--- config.mk ---
export PLATFORM = sky130hd
export DESIGN_NAME = vx_mem_line_serializer
export DESIGN_NICKNAME = d
export VERILOG_FILES = /design/src/rtl/vx_mem_line_serializer.sv
export SDC_FILE = /design/constraint.sdc
export NUM_CORES = 1
export LEC_CHECK = 0
export ABC_CLOCK_PERIOD_IN_PS = 49200
export BUFFER_PORTS_ARGS = -buffer_cell sky130_fd_sc_hd__buf_2
export CAP_MARGIN = 5
export CORE_AREA = 4 4 568 570
export DETAILED_ROUTE_END_ITERATION = 7
export DIE_AREA = 0 0 572 574
export SETUP_SLACK_MARGIN = 0.4
export SYNTH_ARGS = -nofsm -noshare
export SYNTH_HDL_FRONTEND = slang
export SYNTH_SLANG_ARGS = --single-unit
--- constraint.sdc ---
create_clock -name clk -period 49.2 [get_ports clk]
set_clock_uncertainty 0.1 [all_clocks]
set_input_delay 12.3 -clock clk [delete_from_list [all_inputs] [get_ports clk]]
set_output_delay 12.3 -clock clk [all_outputs]
set_load 0.05 [all_outputs]
--- src/rtl/vx_mem_line_serializer.sv ---
// Line-to-beat memory request serializer with beat-to-line read response assembly.
// Sits between a cache memory port (line wide) and a narrower memory bus (beat wide).
module vx_mem_line_serializer #(
    parameter int LINE_SIZE  = 64,
    parameter int BEAT_SIZE  = 16,
    parameter int ADDR_WIDTH = 26,
    parameter int TAG_WIDTH  = 8,
    parameter bit SKIP_EMPTY = 1'b1,
    localparam int RATIO     = LINE_SIZE / BEAT_SIZE,
    localparam int LOG_R     = $clog2(RATIO)
) (
    input  logic                         clk,
    input  logic                         reset,

    input  logic                         in_req_valid,
    input  logic                         in_req_rw,
    input  logic [ADDR_WIDTH-1:0]        in_req_addr,
    input  logic [LINE_SIZE-1:0]         in_req_byteen,
    input  logic [LINE_SIZE*8-1:0]       in_req_data,
    input  logic [TAG_WIDTH-1:0]         in_req_tag,
    output logic                         in_req_ready,

    output logic                         in_rsp_valid,
    output logic [LINE_SIZE*8-1:0]       in_rsp_data,
    output logic [TAG_WIDTH-1:0]         in_rsp_tag,
    input  logic                         in_rsp_ready,

    output logic                         out_req_valid,
    output logic                         out_req_rw,
    output logic [ADDR_WIDTH+LOG_R-1:0]  out_req_addr,
    output logic [BEAT_SIZE-1:0]         out_req_byteen,
    output logic [BEAT_SIZE*8-1:0]       out_req_data,
    output logic [TAG_WIDTH+LOG_R-1:0]   out_req_tag,
    input  logic                         out_req_ready,

    input  logic                         out_rsp_valid,
    input  logic [BEAT_SIZE*8-1:0]       out_rsp_data,
    input  logic [TAG_WIDTH+LOG_R-1:0]   out_rsp_tag,
    output logic                         out_rsp_ready
);

    typedef logic [LOG_R-1:0]                  idx_t;
    typedef logic [RATIO-1:0][BEAT_SIZE-1:0]   line_be_t;
    typedef logic [RATIO-1:0][BEAT_SIZE*8-1:0] line_data_t;
    typedef enum logic {ST_IDLE, ST_SEND} state_e;

    if (RATIO < 2 || (LINE_SIZE % BEAT_SIZE) != 0 || (RATIO & (RATIO - 1)) != 0) begin : g_param_check
        $error("vx_mem_line_serializer: LINE_SIZE/BEAT_SIZE must be a power of two >= 2");
    end

    // Beats that must be issued: all beats for reads, non-empty beats for writes when skipping.
    function automatic logic [RATIO-1:0] issue_mask(input logic rw, input line_be_t be);
        logic [RATIO-1:0] m;
        for (int i = 0; i < RATIO; i++) begin
            m[i] = !(SKIP_EMPTY && rw) || (|be[i]);
        end
        return m;
    endfunction

    // Lowest set position of mask at or above lo; MSB of the result is the found flag.
    function automatic logic [LOG_R:0] find_beat(input logic [RATIO-1:0] mask, input int lo);
        logic [LOG_R:0] r;
        r = '0;
        for (int i = RATIO - 1; i >= 0; i--) begin
            if (mask[i] && i >= lo) r = {1'b1, idx_t'(i)};
        end
        return r;
    endfunction

    // ------------------------------------------------------------------
    // Request path
    // ------------------------------------------------------------------
    state_e            state_q, state_d;
    idx_t              beat_idx_q, beat_idx_d;
    logic              out_req_valid_q, out_req_valid_d;
    logic              rw_q, rw_d;
    logic [ADDR_WIDTH-1:0] addr_q, addr_d;
    line_be_t          byteen_q, byteen_d;
    line_data_t        data_q, data_d;
    logic [TAG_WIDTH-1:0]  tag_q, tag_d;
    logic [LOG_R:0]    first_hit, next_hit;
    logic              req_fire;

    assign in_req_ready   = (state_q == ST_IDLE);
    // A beat still registered as valid must not be offered while reset is asserted.
    assign out_req_valid  = out_req_valid_q && !reset;
    assign req_fire       = out_req_valid && out_req_ready;
    assign out_req_rw     = rw_q;
    assign out_req_addr   = {addr_q, beat_idx_q};
    assign out_req_byteen = rw_q ? byteen_q[beat_idx_q] : {BEAT_SIZE{1'b1}};
    assign out_req_data   = data_q[beat_idx_q];
    assign out_req_tag    = {tag_q, beat_idx_q};

    // Next-state for the line capture / beat issue FSM.
    always_comb begin
        // NOTE: every signal written here gets a default first, so no path can leave it unassigned and infer a latch.
        state_d         = state_q;
        beat_idx_d      = beat_idx_q;
        out_req_valid_d = out_req_valid_q;
        rw_d            = rw_q;
        addr_d          = addr_q;
        byteen_d        = byteen_q;
        data_d          = data_q;
        tag_d           = tag_q;
        first_hit       = find_beat(issue_mask(in_req_rw, line_be_t'(in_req_byteen)), 0);
        next_hit        = find_beat(issue_mask(rw_q, byteen_q), int'(beat_idx_q) + 1);

        case (state_q)
            ST_IDLE: begin
                if (in_req_valid) begin
                    rw_d     = in_req_rw;
                    addr_d   = in_req_addr;
                    byteen_d = line_be_t'(in_req_byteen);
                    data_d   = line_data_t'(in_req_data);
                    tag_d    = in_req_tag;
                    // An all-empty write is swallowed here and the FSM stays idle.
                    if (first_hit[LOG_R]) begin
                        state_d         = ST_SEND;
                        beat_idx_d      = first_hit[LOG_R-1:0];
                        out_req_valid_d = 1'b1;
                    end
                end
            end
            ST_SEND: begin
                if (req_fire) begin
                    if (next_hit[LOG_R]) begin
                        beat_idx_d = next_hit[LOG_R-1:0];
                    end else begin
                        state_d         = ST_IDLE;
                        beat_idx_d      = '0;
                        out_req_valid_d = 1'b0;
                    end
                end
            end
            default: state_d = ST_IDLE;
        endcase
    end

    // Control state of the request FSM.
    always_ff @(posedge clk) begin
        // NOTE: state registers use non-blocking assignments so every flop samples the pre-edge values.
        if (reset) begin
            state_q         <= ST_IDLE;
            beat_idx_q      <= '0;
            out_req_valid_q <= 1'b0;
        end else begin
            state_q         <= state_d;
            beat_idx_q      <= beat_idx_d;
            out_req_valid_q <= out_req_valid_d;
        end
    end

    // Captured line request payload.
    always_ff @(posedge clk) begin
        // NOTE: payload storage has no reset; it is only observed while the FSM marks it valid.
        rw_q     <= rw_d;
        addr_q   <= addr_d;
        byteen_q <= byteen_d;
        data_q   <= data_d;
        tag_q    <= tag_d;
    end

    // ------------------------------------------------------------------
    // Response path
    // ------------------------------------------------------------------
    line_data_t           rsp_buf_q, rsp_buf_d;
    idx_t                 rsp_cnt_q, rsp_cnt_d;
    logic                 rsp_full_q, rsp_full_d;
    logic [TAG_WIDTH-1:0] rsp_tag_q, rsp_tag_d;
    logic                 beat_fire;
    idx_t                 rsp_idx;
    logic [TAG_WIDTH-1:0] rsp_utag;

    // The buffer frees in the same cycle the cache takes the line, so a new beat can land then.
    assign out_rsp_ready = !rsp_full_q || in_rsp_ready;
    assign beat_fire     = out_rsp_valid && out_rsp_ready;
    assign rsp_idx       = out_rsp_tag[LOG_R-1:0];
    assign rsp_utag      = out_rsp_tag[LOG_R +: TAG_WIDTH];
    assign in_rsp_valid  = rsp_full_q;
    assign in_rsp_data   = rsp_buf_q;
    assign in_rsp_tag    = rsp_tag_q;

    // Beat placement into the line buffer and line completion tracking.
    always_comb begin
        rsp_buf_d  = rsp_buf_q;
        rsp_cnt_d  = rsp_cnt_q;
        rsp_full_d = rsp_full_q;
        rsp_tag_d  = rsp_tag_q;
        if (in_rsp_ready) rsp_full_d = 1'b0;
        if (beat_fire) begin
            rsp_buf_d[rsp_idx] = out_rsp_data;
            rsp_tag_d          = rsp_utag;
            rsp_cnt_d          = rsp_cnt_q + idx_t'(1);
            if (rsp_cnt_q == idx_t'(RATIO - 1)) rsp_full_d = 1'b1;
        end
    end

    // Response counters and the full flag.
    always_ff @(posedge clk) begin
        if (reset) begin
            rsp_cnt_q  <= '0;
            rsp_full_q <= 1'b0;
        end else begin
            rsp_cnt_q  <= rsp_cnt_d;
            rsp_full_q <= rsp_full_d;
        end
    end

    // Assembled line data and its tag.
    always_ff @(posedge clk) begin
        rsp_buf_q <= rsp_buf_d;
        rsp_tag_q <= rsp_tag_d;
    end

    // Every beat after the first of a line must echo that line's upper tag.
    a_same_line_tag: assert property (@(posedge clk) disable iff (reset)
        (beat_fire && rsp_cnt_q != '0) |-> (rsp_utag == rsp_tag_q));

endmodule
# [After elaboration in Yosys (flattened, before gate mapping)]
# Cells that the tools add are included.
[word_totals] output_inout_bits=707 word_cells=102 inputBits=755 regBits=1138
[classes] bitwise_logic=1 eq_ne=5 mux=34 n_lt_le_gt_ge=7 add_sub_neg=2 reduce_logical=32
[op_table] operator="$bwmux 512" count=1
[op_table] operator="$bmux 128 s2" count=1
[op_table] operator="$demux 128 s2" count=1
[op_table] operator="$mux 128" count=2
[op_table] operator="$reduce_or 16->1" count=8
[op_table] operator="$bmux 16 s2" count=1
[op_table] operator="$mux 16" count=2
[op_table] operator="$mux 3" count=8
[op_table] operator="$mux 1" count=11
[op_table] operator="$logic_or 1x1->1" count=9
[op_table] operator="$logic_and 1x1->1" count=8
[op_table] operator="$mux 2" count=4
[op_table] operator="$ge 1x3->1 const A" count=2
[op_table] operator="$ge 2x3->1 const A" count=2
[op_table] operator="$lt 2x3->1 const B" count=2
[op_table] operator="$logic_not 1->1" count=4
[op_table] operator="$ne 2x1->1 const B" count=2
[op_table] operator="$ne 2x2->1 const B" count=2
[op_table] operator="$pmux 1 s2" count=2
[op_table] operator="$pmux 2 s2" count=1
[op_table] operator="$reduce_and 4->1" count=1
[op_table] operator="$add 2x1->3 const B" count=1
[op_table] operator="$reduce_and 3->1" count=1
[op_table] operator="$add 2x1->2 const B" count=1
[op_table] operator="other kinds (4)" count=4

# [Longest topological paths before layout]
[depth] depth_word=10 depth_mapped=7 mapped_depth_nobuf=6

# [Least setup slack after synthesis]
# OpenSTA, ideal clock, no wires.
[synth_path] path_type="input -> register" from="input in_req_valid" to="register addr_q[0], enable pin" stages=2 required_time_ps=47485 path_buffers=0 arrival_ps=37864 setup_slack_ps=9621 setup_time_ps=1615 path_cell_list="inv_1 > nor2_1"
[synth_via] elab_chain_len=1
[synth_lines] element="start, declared" line_no="15" source="input logic in_req_valid,"
[synth_lines] element="$reduce_and 2->1 (no line)"
[synth_lines] element="end signal, assigned" line_no="157" source="addr_q <= addr_d;"
[synth_lines] element="end, declared" line_no="77" source="logic [ADDR_WIDTH-1:0] addr_q, addr_d;"
# Every way passes these cells.
# A chain may end at the register's enable or synchronous reset.

# [Worst setup path after layout]
[layout_path] from="input reset" to="output out_req_valid"
[layout_via] elab_chain_len=2
[layout_lines] element="start, declared" line_no="13" source="input logic reset,"
[layout_lines] element="$logic_not 1->1" line_no="86" source="assign out_req_valid = out_req_valid_q && !reset;"
[layout_lines] element="$logic_and 1x1->1" line_no="86"
[layout_lines] element="end, declared" line_no="28" source="output logic out_req_valid,"
# Every way passes these cells.

==> flow_summary.yaml <==
cells_and_area:
  fillers: 34200
  layout-area-overhead-vs-synth_pct: 44.0
  fin_nets: 3762
  drive_gt1_share_pct: 58.8
  final_cell_mix: "1461 x buf_2, 1131 x edfxtp_1, 144 x mux4_2, 134 x clkbuf_16, 24 x clkbuf_1"
  final_common_cell: "buf_2"
  fin_util_pct: 17.3
  design_area_sq_mm: 0.0550
  regArea_sq_mm: 0.0341
  multi_input_area_sq_mm: 0.00394
synthesis:
  syn_area_sq_mm: 0.0382
  yosys_most_used_dff: "edfxtp_1"
  synth_nets: 2181
  yosys_warnings: 0
  avgSynthCellArea_sq_um: 26.8
  async_reset_ff_share_pct: 0
  ys_types: 38
  synthCells: 1425
  ys_ff_latch: 1138
  synth_compound_area_share_pct: 0.269
  synth_edf_count: 1131
  synth_adder_area_share_pct: 0.0328
  synthSimpleGateAreaFrac_pct: 1.43
  synth_xor_area_share_pct: 0.0229
  yosysSeqAreaShare_pct: 89.3
  synth_top_family_by_area: "multiplexers"
  muxShareOfSynthArea_pct: 8.49
critical_path:
  reg2reg_depth: 4
  start_kind: "primary input"
  cp.required_ns: 36.80
  startpoint: "reset"
  crit_type: "primary input to primary output"
  crit_arrival_ns: 13.18
  critPathMaxFanout: 9
  cp-end-kind: "primary output"
  reg2reg_from: "state_q"
power_and_ir_drop:
  powerDensity_mw_per_mm2: 44.2
  leakagePower_nw: 19.5
  max-vdd-ir-drop_mv: 0.0313
floorplanning:
  die_y_um: 574
  die-area_sq_mm: 0.328
  core_area_sq_mm: 0.317
  start_util_pct: 12.0
  ios: 1462
  fp.dieW_um: 572
  rows: 207
cts:
  htreeDepth: 4
  clk_pin_slew_worst_paths_ns: 0.06
  clockBufferDepth: 4
  clock_sinks: 1138
  postCtsHoldBufs: 0
  postCtsSetupBuffers: 0
  cts_tree: "built"
  cts_buffers: 134
  cts_root_buf: "clkbuf_16"
  insertion_delay_ns: 0.75
  ctsResizeCount: 0
placed_design:
  place_ws_ns: 23.65
  gp_congestion: 0.983
  dpl-instance-area_sq_mm: 0.0508
  dp_hpwl_um: 158000
  numPortBuffers: 1461
sta:
  drv_slew: 0
  setup_ws_ns: 23.62
  timing.fmax_mhz: 39.1
  fin_tns_setup_ns: 0
  rsz0062_at_grt: "false"
  tightest_slew_ns: 1.29
  hold_viol: 0
  fin_crit_ns: 25.58
  setup_viol_count_final: 0
  finalCritPeriodShare_pct: 52.0
  max-slew-margin-rel_pct: 13.7
run:
  maxCapViolations: 0
drt:
  avgRoutedWirePerCell_um: 26.3
  vias: 23100
  routed_wirelength_um: 192000
  vias_per_cell: 3.17
  ant_nets: 0
  drc: 0
  drtIter0Drc: 1961
  dr.pass1.iters: 8
worst_hold_path:
  hold-path-cell-count: 2
  worstHoldStart: "rsp_cnt_q[1]"
  worst_hold_path_type: "register to register"
global_routing:
  grt_first_pass_wirelength_um: 240000
  gr-total-overflow: 0
  grt_pass1_vias: 24300
  track_usage_pct: 11.0
  grt_max_degree: 163
  antenna_found_initial: 98
outcome:
  status: "complete, no violations"
where the power goes:
part	switching (W)	leakage (nW)	internal [W]	total (W)
clock	0.000404	2.03	0.000562	0.000966
combinational	0.000246	6.81	0.0000688	0.000315
sequential	0.0000205	10.7	0.00113	0.00115
total	0.000670	19.5	0.00176	0.00243
sequential cells by signal, indices dropped and copies added (netlist names):
| register | flops |
|---|---|
| data_q | 512 |
| in_rsp_data | 512 |
| byteen_q | 64 |
| addr_q | 26 |
| in_rsp_tag | 8 |
| tag_q | 8 |
| beat_idx_q | 2 |
| rsp_cnt_q | 2 |
| in_rsp_valid | 1 |
| out_req_rw | 1 |
| out_req_valid_q | 1 |
| state_q | 1 |
through the flow:
stage	instances	power (W)	hold slack, ns
detailed placement	7050	0.00149	0.365
finish	7297	0.00243	0.389
global placement	7050	0.00149	0.379
global route	7287	0.00252	0.389
CTS	7276	0.00248	0.373
floorplan	1425	0.00138	0.340
logic make-up (layout without fill, tap and decap cells):
family                     Yosys count  after routing
and+or+nand+nor                     86             86
DFF                               1138           1138
xor gates and xnor gates             1              1
AOI/OAI and AO/OA                   13             13
adders and majority gates            1              1
buffers and inverters               42           1713
other                                0             21
muxes                              144            144
worst max-delay path, cell delays in order:
cell,delay [ns]
buf_2,0.21
nor2b_1,0.31
buf_2,0.34
final timing paths:
kind	slack (ns)	endpoint
worst max-delay path	23.62	out_req_valid
worst min-delay path	0.39	rsp_cnt_q[1]
worst max register to register	45.02	data_q[243]
worst min register to register	0.39	rsp_cnt_q[1]
Yosys cell counts, types with 2 or more instances:
master       n  area, sq um
nor4b_1      4         35.0
mux4_2     144         3240
o41ai_1      3         26.3
nand3b_1     3         22.5
inv_1        4         15.0
and3_1       2         12.5
nand2_1      9         33.8
nor3b_1      2         15.0
edfxtp_1  1131        34000
nor4_1      17          106
nand3_1      3         15.0
nor4_4       2         42.5
nor3_1       4         20.0
nand2b_1    19          119
buf_2       12         60.1
or3_1        2         12.5
nand4_1      4         25.0
buf_4        2         15.0
buf_1       10         37.5
clkbuf_1    14         52.6
nor2_1       9         33.8
dfxtp_1      7          140
a21oi_1      3         15.0
layer usage:
| metal | vias to the layer above | track usage (%) | wire length (um) |
|---|---|---|---|
| li1 | 9217 | - | - |
| met1 | 11700 | 11.3 | 63700 |
| met2 | 1769 | 17.7 | 88100 |
| met3 | 379 | 6.86 | 30300 |
| met4 | 48 | 5.06 | 9530 |
| met5 | - | 0 | 319 |
area by class of cell:
type,count,area share [%]
antenna,21,0.0955
timing repair buffer,1483,13.6
multi-input combinational,245,7.16
clock buffer,159,6.28
clock inverter,67,1.29
sequential,1138,62.0
inverter,4,0.0273
tap,4180,9.51
Power figures use the tool's default switching activity.
